--- config.mk ---
export PLATFORM = sky130hd
export DESIGN_NAME = morse_keyer_flat
export DESIGN_NICKNAME = d
export VERILOG_FILES = /design/src/rtl/morse_keyer_if.sv /design/src/rtl/morse_keyer.sv /design/src/flat_wrapper.sv
export SDC_FILE = /design/constraint.sdc
export NUM_CORES = 1
export LEC_CHECK = 0
export ABC_AREA = 1
export BUFFER_PORTS_ARGS = -buffer_cell sky130_fd_sc_hd__buf_2
export CORE_MARGIN = 5
export CORE_UTILIZATION = 50
export DETAILED_ROUTE_END_ITERATION = 6
export GPL_ROUTABILITY_DRIVEN = 0
export PLACE_DENSITY_LB_ADDON = 0.08
export SYNTH_ARGS = -nofsm -noshare
export SYNTH_HDL_FRONTEND = slang
export SYNTH_SLANG_ARGS = --single-unit
--- constraint.sdc ---
create_clock -name clk_24 -period 3.85 [get_ports clk_24]
set_input_delay 0.77 -clock clk_24 [delete_from_list [all_inputs] [get_ports clk_24]]
set_output_delay 0.77 -clock clk_24 [all_outputs]
set_load 0.005 [all_outputs]
--- src/rtl/morse_keyer_if.sv ---
// Character handshake between the UART receive path and the Morse keyer.
// The source drives ascii_in/in_valid; the keyer answers with in_ready.
interface morse_keyer_if;
  logic [6:0] ascii_in;
  logic       in_valid;
  logic       in_ready;

  modport master (output ascii_in, output in_valid, input in_ready);
  modport slave  (input ascii_in, input in_valid, output in_ready);
endinterface

--- src/rtl/morse_keyer.sv ---
// Timed Morse keyer: accepts ASCII characters, looks up their code and drives the key line.
// Define MORSE_PUNCT_EN to add . , ? / = (6-element code storage) to the lookup table.
module morse_keyer #(
  parameter int unsigned UNIT_CYCLES    = 2400000,
  parameter int unsigned CNT_W          = 22,
  parameter int unsigned DASH_UNITS     = 3,
  parameter int unsigned CHAR_GAP_UNITS = 3,
  parameter int unsigned WORD_GAP_UNITS = 4
) (
  input  logic          clk_24,
  input  logic          rst,
  morse_keyer_if.slave  in_if,
  output logic          key,
  output logic          busy,
  output logic          bad_char
);

`ifdef MORSE_PUNCT_EN
  localparam int unsigned CODE_W = 6;
`else
  localparam int unsigned CODE_W = 5;
`endif

  typedef enum logic [1:0] {S_IDLE, S_DECODE, S_MARK, S_GAP} state_t;

  state_t            state_q, state_d;
  logic [6:0]        char_q, char_d;
  logic [CODE_W-1:0] code_q, code_d;
  logic [2:0]        len_q, len_d;
  logic [2:0]        idx_q, idx_d;
  logic [2:0]        unit_q, unit_d;
  logic [2:0]        target_q, target_d;
  logic [CNT_W-1:0]  cyc_q, cyc_d;
  logic              key_q, key_d;
  logic              busy_q, busy_d;
  logic              rdy_q, rdy_d;
  logic              bad_q, bad_d;

  logic [6:0]        uc;
  logic [5:0]        dec_code;
  logic [2:0]        dec_len;
  logic              dec_ok;
  logic              dec_space;
  logic              tick;
  logic              phase_done;

  // Code table: bit0 is the first element, 1 = dash.
  always_comb begin
    uc = char_q;
    if (char_q >= 7'h61 && char_q <= 7'h7A) uc = char_q - 7'd32;
    dec_code  = '0;
    dec_len   = '0;
    dec_ok    = 1'b1;
    dec_space = 1'b0;
    case (uc)
      7'h20: dec_space = 1'b1;
      7'h41: {dec_len, dec_code} = {3'd2, 6'b000010};
      7'h42: {dec_len, dec_code} = {3'd4, 6'b000001};
      7'h43: {dec_len, dec_code} = {3'd4, 6'b000101};
      7'h44: {dec_len, dec_code} = {3'd3, 6'b000001};
      7'h45: {dec_len, dec_code} = {3'd1, 6'b000000};
      7'h46: {dec_len, dec_code} = {3'd4, 6'b000100};
      7'h47: {dec_len, dec_code} = {3'd3, 6'b000011};
      7'h48: {dec_len, dec_code} = {3'd4, 6'b000000};
      7'h49: {dec_len, dec_code} = {3'd2, 6'b000000};
      7'h4A: {dec_len, dec_code} = {3'd4, 6'b001110};
      7'h4B: {dec_len, dec_code} = {3'd3, 6'b000101};
      7'h4C: {dec_len, dec_code} = {3'd4, 6'b000010};
      7'h4D: {dec_len, dec_code} = {3'd2, 6'b000011};
      7'h4E: {dec_len, dec_code} = {3'd2, 6'b000001};
      7'h4F: {dec_len, dec_code} = {3'd3, 6'b000111};
      7'h50: {dec_len, dec_code} = {3'd4, 6'b000110};
      7'h51: {dec_len, dec_code} = {3'd4, 6'b001011};
      7'h52: {dec_len, dec_code} = {3'd3, 6'b000010};
      7'h53: {dec_len, dec_code} = {3'd3, 6'b000000};
      7'h54: {dec_len, dec_code} = {3'd1, 6'b000001};
      7'h55: {dec_len, dec_code} = {3'd3, 6'b000100};
      7'h56: {dec_len, dec_code} = {3'd4, 6'b001000};
      7'h57: {dec_len, dec_code} = {3'd3, 6'b000110};
      7'h58: {dec_len, dec_code} = {3'd4, 6'b001001};
      7'h59: {dec_len, dec_code} = {3'd4, 6'b001101};
      7'h5A: {dec_len, dec_code} = {3'd4, 6'b000011};
      7'h30: {dec_len, dec_code} = {3'd5, 6'b011111};
      7'h31: {dec_len, dec_code} = {3'd5, 6'b011110};
      7'h32: {dec_len, dec_code} = {3'd5, 6'b011100};
      7'h33: {dec_len, dec_code} = {3'd5, 6'b011000};
      7'h34: {dec_len, dec_code} = {3'd5, 6'b010000};
      7'h35: {dec_len, dec_code} = {3'd5, 6'b000000};
      7'h36: {dec_len, dec_code} = {3'd5, 6'b000001};
      7'h37: {dec_len, dec_code} = {3'd5, 6'b000011};
      7'h38: {dec_len, dec_code} = {3'd5, 6'b000111};
      7'h39: {dec_len, dec_code} = {3'd5, 6'b001111};
`ifdef MORSE_PUNCT_EN
      7'h2E: {dec_len, dec_code} = {3'd6, 6'b101010};
      7'h2C: {dec_len, dec_code} = {3'd6, 6'b110011};
      7'h3F: {dec_len, dec_code} = {3'd6, 6'b001100};
      7'h2F: {dec_len, dec_code} = {3'd5, 6'b001001};
      7'h3D: {dec_len, dec_code} = {3'd5, 6'b010001};
`endif
      default: dec_ok = 1'b0;
    endcase
  end

  assign tick       = (cyc_q == CNT_W'(UNIT_CYCLES - 1));
  assign phase_done = tick && ((unit_q + 3'd1) == target_q);

  // Next-state and registered-output logic; counters restart on every phase entry.
  always_comb begin
    state_d  = state_q;
    char_d   = char_q;
    code_d   = code_q;
    len_d    = len_q;
    idx_d    = idx_q;
    target_d = target_q;
    bad_d    = 1'b0;
    cyc_d    = tick ? '0 : cyc_q + CNT_W'(1);
    unit_d   = tick ? unit_q + 3'd1 : unit_q;
    case (state_q)
      S_IDLE: begin
        cyc_d  = '0;
        unit_d = '0;
        if (in_if.in_valid && rdy_q) begin
          char_d  = in_if.ascii_in;
          state_d = S_DECODE;
        end
      end
      S_DECODE: begin
        cyc_d  = '0;
        unit_d = '0;
        idx_d  = '0;
        if (dec_space) begin
          len_d    = '0;
          target_d = 3'(WORD_GAP_UNITS);
          state_d  = S_GAP;
        end else if (!dec_ok) begin
          bad_d   = 1'b1;
          state_d = S_IDLE;
        end else begin
          code_d   = CODE_W'(dec_code);
          len_d    = dec_len;
          target_d = dec_code[0] ? 3'(DASH_UNITS) : 3'd1;
          state_d  = S_MARK;
        end
      end
      S_MARK: begin
        if (phase_done) begin
          cyc_d    = '0;
          unit_d   = '0;
          idx_d    = idx_q + 3'd1;
          target_d = ((idx_q + 3'd1) == len_q) ? 3'(CHAR_GAP_UNITS) : 3'd1;
          state_d  = S_GAP;
        end
      end
      S_GAP: begin
        if (phase_done) begin
          cyc_d  = '0;
          unit_d = '0;
          if (idx_q == len_q) begin
            state_d = S_IDLE;
          end else begin
            target_d = code_q[idx_q] ? 3'(DASH_UNITS) : 3'd1;
            state_d  = S_MARK;
          end
        end
      end
      default: state_d = S_IDLE;
    endcase
    key_d  = (state_d == S_MARK);
    busy_d = (state_d != S_IDLE);
    rdy_d  = (state_d == S_IDLE);
  end

  always_ff @(posedge clk_24 or posedge rst) begin
    if (rst) begin
      state_q  <= S_IDLE;
      char_q   <= '0;
      code_q   <= '0;
      len_q    <= '0;
      idx_q    <= '0;
      unit_q   <= '0;
      target_q <= '0;
      cyc_q    <= '0;
      key_q    <= 1'b0;
      busy_q   <= 1'b0;
      rdy_q    <= 1'b1;
      bad_q    <= 1'b0;
    end else begin
      state_q  <= state_d;
      char_q   <= char_d;
      code_q   <= code_d;
      len_q    <= len_d;
      idx_q    <= idx_d;
      unit_q   <= unit_d;
      target_q <= target_d;
      cyc_q    <= cyc_d;
      key_q    <= key_d;
      busy_q   <= busy_d;
      rdy_q    <= rdy_d;
      bad_q    <= bad_d;
    end
  end

  assign key            = key_q;
  assign busy           = busy_q;
  assign bad_char       = bad_q;
  assign in_if.in_ready = rdy_q;

endmodule

--- src/flat_wrapper.sv ---
// flat-port wrapper written by rule: the top's interface ports become plain ports
module morse_keyer_flat 
#(
  parameter int unsigned UNIT_CYCLES    = 2400000,
  parameter int unsigned CNT_W          = 22,
  parameter int unsigned DASH_UNITS     = 3,
  parameter int unsigned CHAR_GAP_UNITS = 3,
  parameter int unsigned WORD_GAP_UNITS = 4
)
  (clk_24, rst, key, busy, bad_char, in_if_ascii_in, in_if_in_valid, in_if_in_ready);
  morse_keyer_if in_if_i ();
  input  logic clk_24;
  input  logic rst;
  output logic key;
  output logic busy;
  output logic bad_char;
  input wire logic [$bits(in_if_i.ascii_in)-1:0] in_if_ascii_in;
  input wire logic [$bits(in_if_i.in_valid)-1:0] in_if_in_valid;
  output wire logic [$bits(in_if_i.in_ready)-1:0] in_if_in_ready;
  assign in_if_i.ascii_in = in_if_ascii_in;
  assign in_if_i.in_valid = in_if_in_valid;
  assign in_if_in_ready = in_if_i.in_ready;
  morse_keyer #(.UNIT_CYCLES(UNIT_CYCLES), .CNT_W(CNT_W), .DASH_UNITS(DASH_UNITS), .CHAR_GAP_UNITS(CHAR_GAP_UNITS), .WORD_GAP_UNITS(WORD_GAP_UNITS)) u_core (.clk_24(clk_24), .rst(rst), .in_if(in_if_i), .key(key), .busy(busy), .bad_char(bad_char));
endmodule
==> metrics <==
status finished, final reports clean; fillers 609; Setup CP Type reg -> reg; Die X 90.8 um; Hold Path Class reg -> reg; number of global-route vias before repair 2746; Critical Path Fanout Max 14; first-pass GRT wire length 12600 um; Pwr per Cell Area 644 nW/um2; RR Startpoint u_core.char_q[3]$_DFFE_PP0P_; Routed WL per cell 13.1 um; switching share of power 46.6%; synthesized cell area 3260 um2; Hold Path End u_core.cyc_q[0]$_DFF_PP0_; FF-to-FF path depth 16; final hold slack 0.476 ns; Area Growth Syn to Fin 7.97%; DRT Pass-1 Iters 5; clock slew at reported path FFs 0.10 ns; internal power 0.00121 W; # rows 29; initial antenna violation count 0; Detail Route Antenna Nets 0; via/cell ratio 5.37; CTS tree yes; critical path capture point type flop; final-report setup violation count 0; combinational power share 48.3%; core area 6350 um2; ant diodes 0; Yosys reg bits 52; Tmin final 2.51 ns; max_cap viols 0; final core utilization 55.5%; htree depth 2; Iteration-0 DRC Markers 231; Worst EP arrival 2.72 ns; register area share after synthesis 39.9%; Hold Path Origin u_core.cyc_q[0]$_DFF_PP0_; PortBufs 13; root buf cell clkbuf_8; via count 2937; DIE HEIGHT 90.8 um; Worst setup SP type flop; Psw 0.00106 W; Initial Util 51.4%; Clock Latency Late Sink 0.31 ns; Pins Over Slew Limit 0; CTS buffer count 5; Final #Nets 483; Worst-Margin Slew 0.814 ns; final wirelength 7140 um; synthesized instance count 452; CTS resizes 0; synth warn 0; Critical Path RT 4.06 ns; FMAX 398 MHz; post-synthesis cell type count 39; largest net degree at the start of global routing 40; flop2flop setup slack 1.34 ns; Congestion Overflow GR 0; Final Hold Vio Count 0; P_leak 1.63 nW; Synth Net Count 466; # hold bufs at CTS 0; Slew HR 45.7%; Hold Path Stages 1; RR Endpoint u_core.target_q[1]$_DFFE_PP0P_; fraction of layout cells with a size suffix above 1 11.9%; post-CTS setup repair buffer count 0; clk_skew 0.00671 ns; CTS Sinks 52; RSZ-0062 raised after global routing no; VDD IR max 0.340 mV; final worst path period share 65.2%; setup TNS 0 ns; Max Buffers Root-to-Sink 2; die area 8240 um2; Avg Synthesized Cell Area 7.22 um2; Clock power frac 17.1%; hpwl dp 5520 um; Total GRT Usage 18.3%; IO Pins 14; # DRC 0; part of the power in registers 34.6%
[metrics by stage]
stage | setup slack, ns | power [W] | std cells | cell area [um2]
6_report | 1.34 | 0.00227 | 547 | 3520
2_1_floorplan | 1.77 | 0.00165 | 452 | 3260
5_1_grt | 1.10 | 0.00247 | 547 | 3520
3_5_place_dp | 1.41 | 0.00188 | 539 | 3410
4_1_cts | 1.39 | 0.00227 | 547 | 3520
3_3_place_gp | 1.42 | 0.00188 | 539 | 3410
[synthesized netlist by cell type]
cell type / number / area (um2)
nand2_1: 91 / 342
o2111ai_1: 1 / 8.76
buf_6: 1 / 11.3
o31ai_1: 1 / 7.51
nor3b_1: 2 / 15.0
nor2_4: 4 / 45.0
a22oi_1: 1 / 7.51
ha_1: 4 / 50.1
nand4_1: 6 / 37.5
nand3b_1: 4 / 30.0
nand3b_2: 1 / 11.3
dfrtp_1: 51 / 1280
nand3_2: 4 / 40.0
inv_1: 56 / 210
nand2_4: 4 / 45.0
o21ai_0: 31 / 155
a21oi_1: 15 / 75.1
xnor2_1: 7 / 61.3
buf_2: 1 / 5.00
and2_1: 1 / 6.26
nor4_1: 1 / 6.26
clkbuf_1: 3 / 11.3
nor3_2: 2 / 20.0
a22o_1: 1 / 8.76
nand3_1: 32 / 160
xor2_1: 4 / 35.0
dfstp_2: 1 / 26.3
a221oi_1: 2 / 17.5
nor2_1: 64 / 240
o21ai_2: 1 / 8.76
a211oi_1: 1 / 7.51
o21ai_1: 8 / 40.0
inv_2: 6 / 22.5
o32ai_1: 1 / 8.76
or2_2: 1 / 6.26
nor2_2: 3 / 18.8
nor3_1: 26 / 130
nand2_2: 6 / 37.5
o22ai_1: 3 / 18.8
[registers in the layout (all words and copies together) (netlist names)]
signal                 cells
u_core.bad_char            1
u_core.busy                1
u_core.char_q              7
u_core.code_q              5
u_core.cyc_q              22
u_core.idx_q               3
u_core.in_if.in_ready      1
u_core.key                 1
u_core.len_q               3
u_core.state_q             2
u_core.target_q            3
u_core.unit_q              3
[power groups by stage]
stage	logic (W)	clock network (W)	registers, W
after detailed placement	0.00109	0	0.000795
after floorplan	0.000896	0	0.000752
after global routing	0.00125	0.000420	0.000808
after global placement	0.00108	0	0.000793
after CTS	0.00109	0.000400	0.000784
final	0.00109	0.000388	0.000786
[critical path: stages, from the launching register on]
cell and delay, ns:
dfrtp_1 0.48, inv_2 0.16, nand2_2 0.12, nor2_4 0.14, nand2_1 0.08, nand2_2 0.11, nand2_2 0.09, nand2_2 0.08
nand2_4 0.08, nor2_4 0.30, o21ai_0 0.19, nand3_1 0.16, nor2_2 0.07, nand3_2 0.11, nand2_1 0.09, nand2_1 0.08
nand2_1 0.05
[layout by cell type, fill, tap and decap left out, types with 2 or more instances in the layout]
| cell type | Yosys | layout |
|---|---|---|
| a21oi_1 | 15 | 15 |
| a221oi_1 | 2 | 2 |
| buf_2 | 1 | 13 |
| buf_4 | 0 | 2 |
| clkbuf_8 | 0 | 5 |
| dfrtp_1 | 51 | 51 |
| ha_1 | 4 | 4 |
| inv_1 | 56 | 55 |
| inv_2 | 6 | 7 |
| nand2_1 | 91 | 91 |
| nand2_2 | 6 | 6 |
| nand2_4 | 4 | 4 |
| nand3_1 | 32 | 32 |
| nand3_2 | 4 | 4 |
| nand3b_1 | 4 | 4 |
| nand4_1 | 6 | 6 |
| nor2_1 | 64 | 64 |
| nor2_2 | 3 | 3 |
| nor2_4 | 4 | 4 |
| nor3_1 | 26 | 26 |
| nor3_2 | 2 | 2 |
| nor3b_1 | 2 | 2 |
| o21ai_0 | 31 | 31 |
| o21ai_1 | 8 | 8 |
| o22ai_1 | 3 | 3 |
| xnor2_1 | 7 | 7 |
| xor2_1 | 4 | 4 |
[cells by family (layout without fill, tap and decap cells)]
family / Yosys count / in the layout / share of synthesized area, %
AO/OA/AOI/OAI: 66 / 66 / 11.2
XOR/XNOR: 11 / 11 / 2.95
adder cells (fa/ha/maj): 4 / 4 / 1.53
buffers and inverters: 67 / 85 / 7.97
flip-flops: 52 / 52 / 39.9
AND/OR/NAND/NOR: 252 / 252 / 36.5
[cell type report]
class / count / area (um2) / area share [%]
inverters: 62 / 233 / 6.60
repair buffers: 15 / 80.1 / 2.27
multi-input cells: 333 / 1700 / 48.3
clock inverters: 2 / 38.8 / 1.10
clock buffers: 6 / 72.6 / 2.06
well taps: 77 / 96.3 / 2.73
flip-flops and latches: 52 / 1300 / 37.0
[layer usage]
layer | up-vias | routed length [um] | global-route usage, %
li1 | 1512 | - | -
met1 | 1308 | 3600 | 27.4
met3 | 22 | 438 | 3.83
met4 | 0 | 178 | 6.11
met5 | - | 0 | 0
met2 | 95 | 2930 | 26.2
[worst max path at each step]
stage,from,to,depth (start not counted)
final,u_core.char_q[3]$_DFFE_PP0P_,u_core.target_q[1]$_DFFE_PP0P_,16
after global routing,u_core.char_q[3]$_DFFE_PP0P_,u_core.len_q[2]$_DFFE_PP0P_,16
after CTS,u_core.char_q[3]$_DFFE_PP0P_,u_core.target_q[1]$_DFFE_PP0P_,16
after detailed placement,u_core.char_q[3]$_DFFE_PP0P_,u_core.target_q[1]$_DFFE_PP0P_,16
after global placement,u_core.char_q[3]$_DFFE_PP0P_,u_core.target_q[2]$_DFFE_PP0P_,16
after floorplan,u_core.char_q[3]$_DFFE_PP0P_,u_core.len_q[2]$_DFFE_PP0P_,18
(Power assumes the default switching activity.)
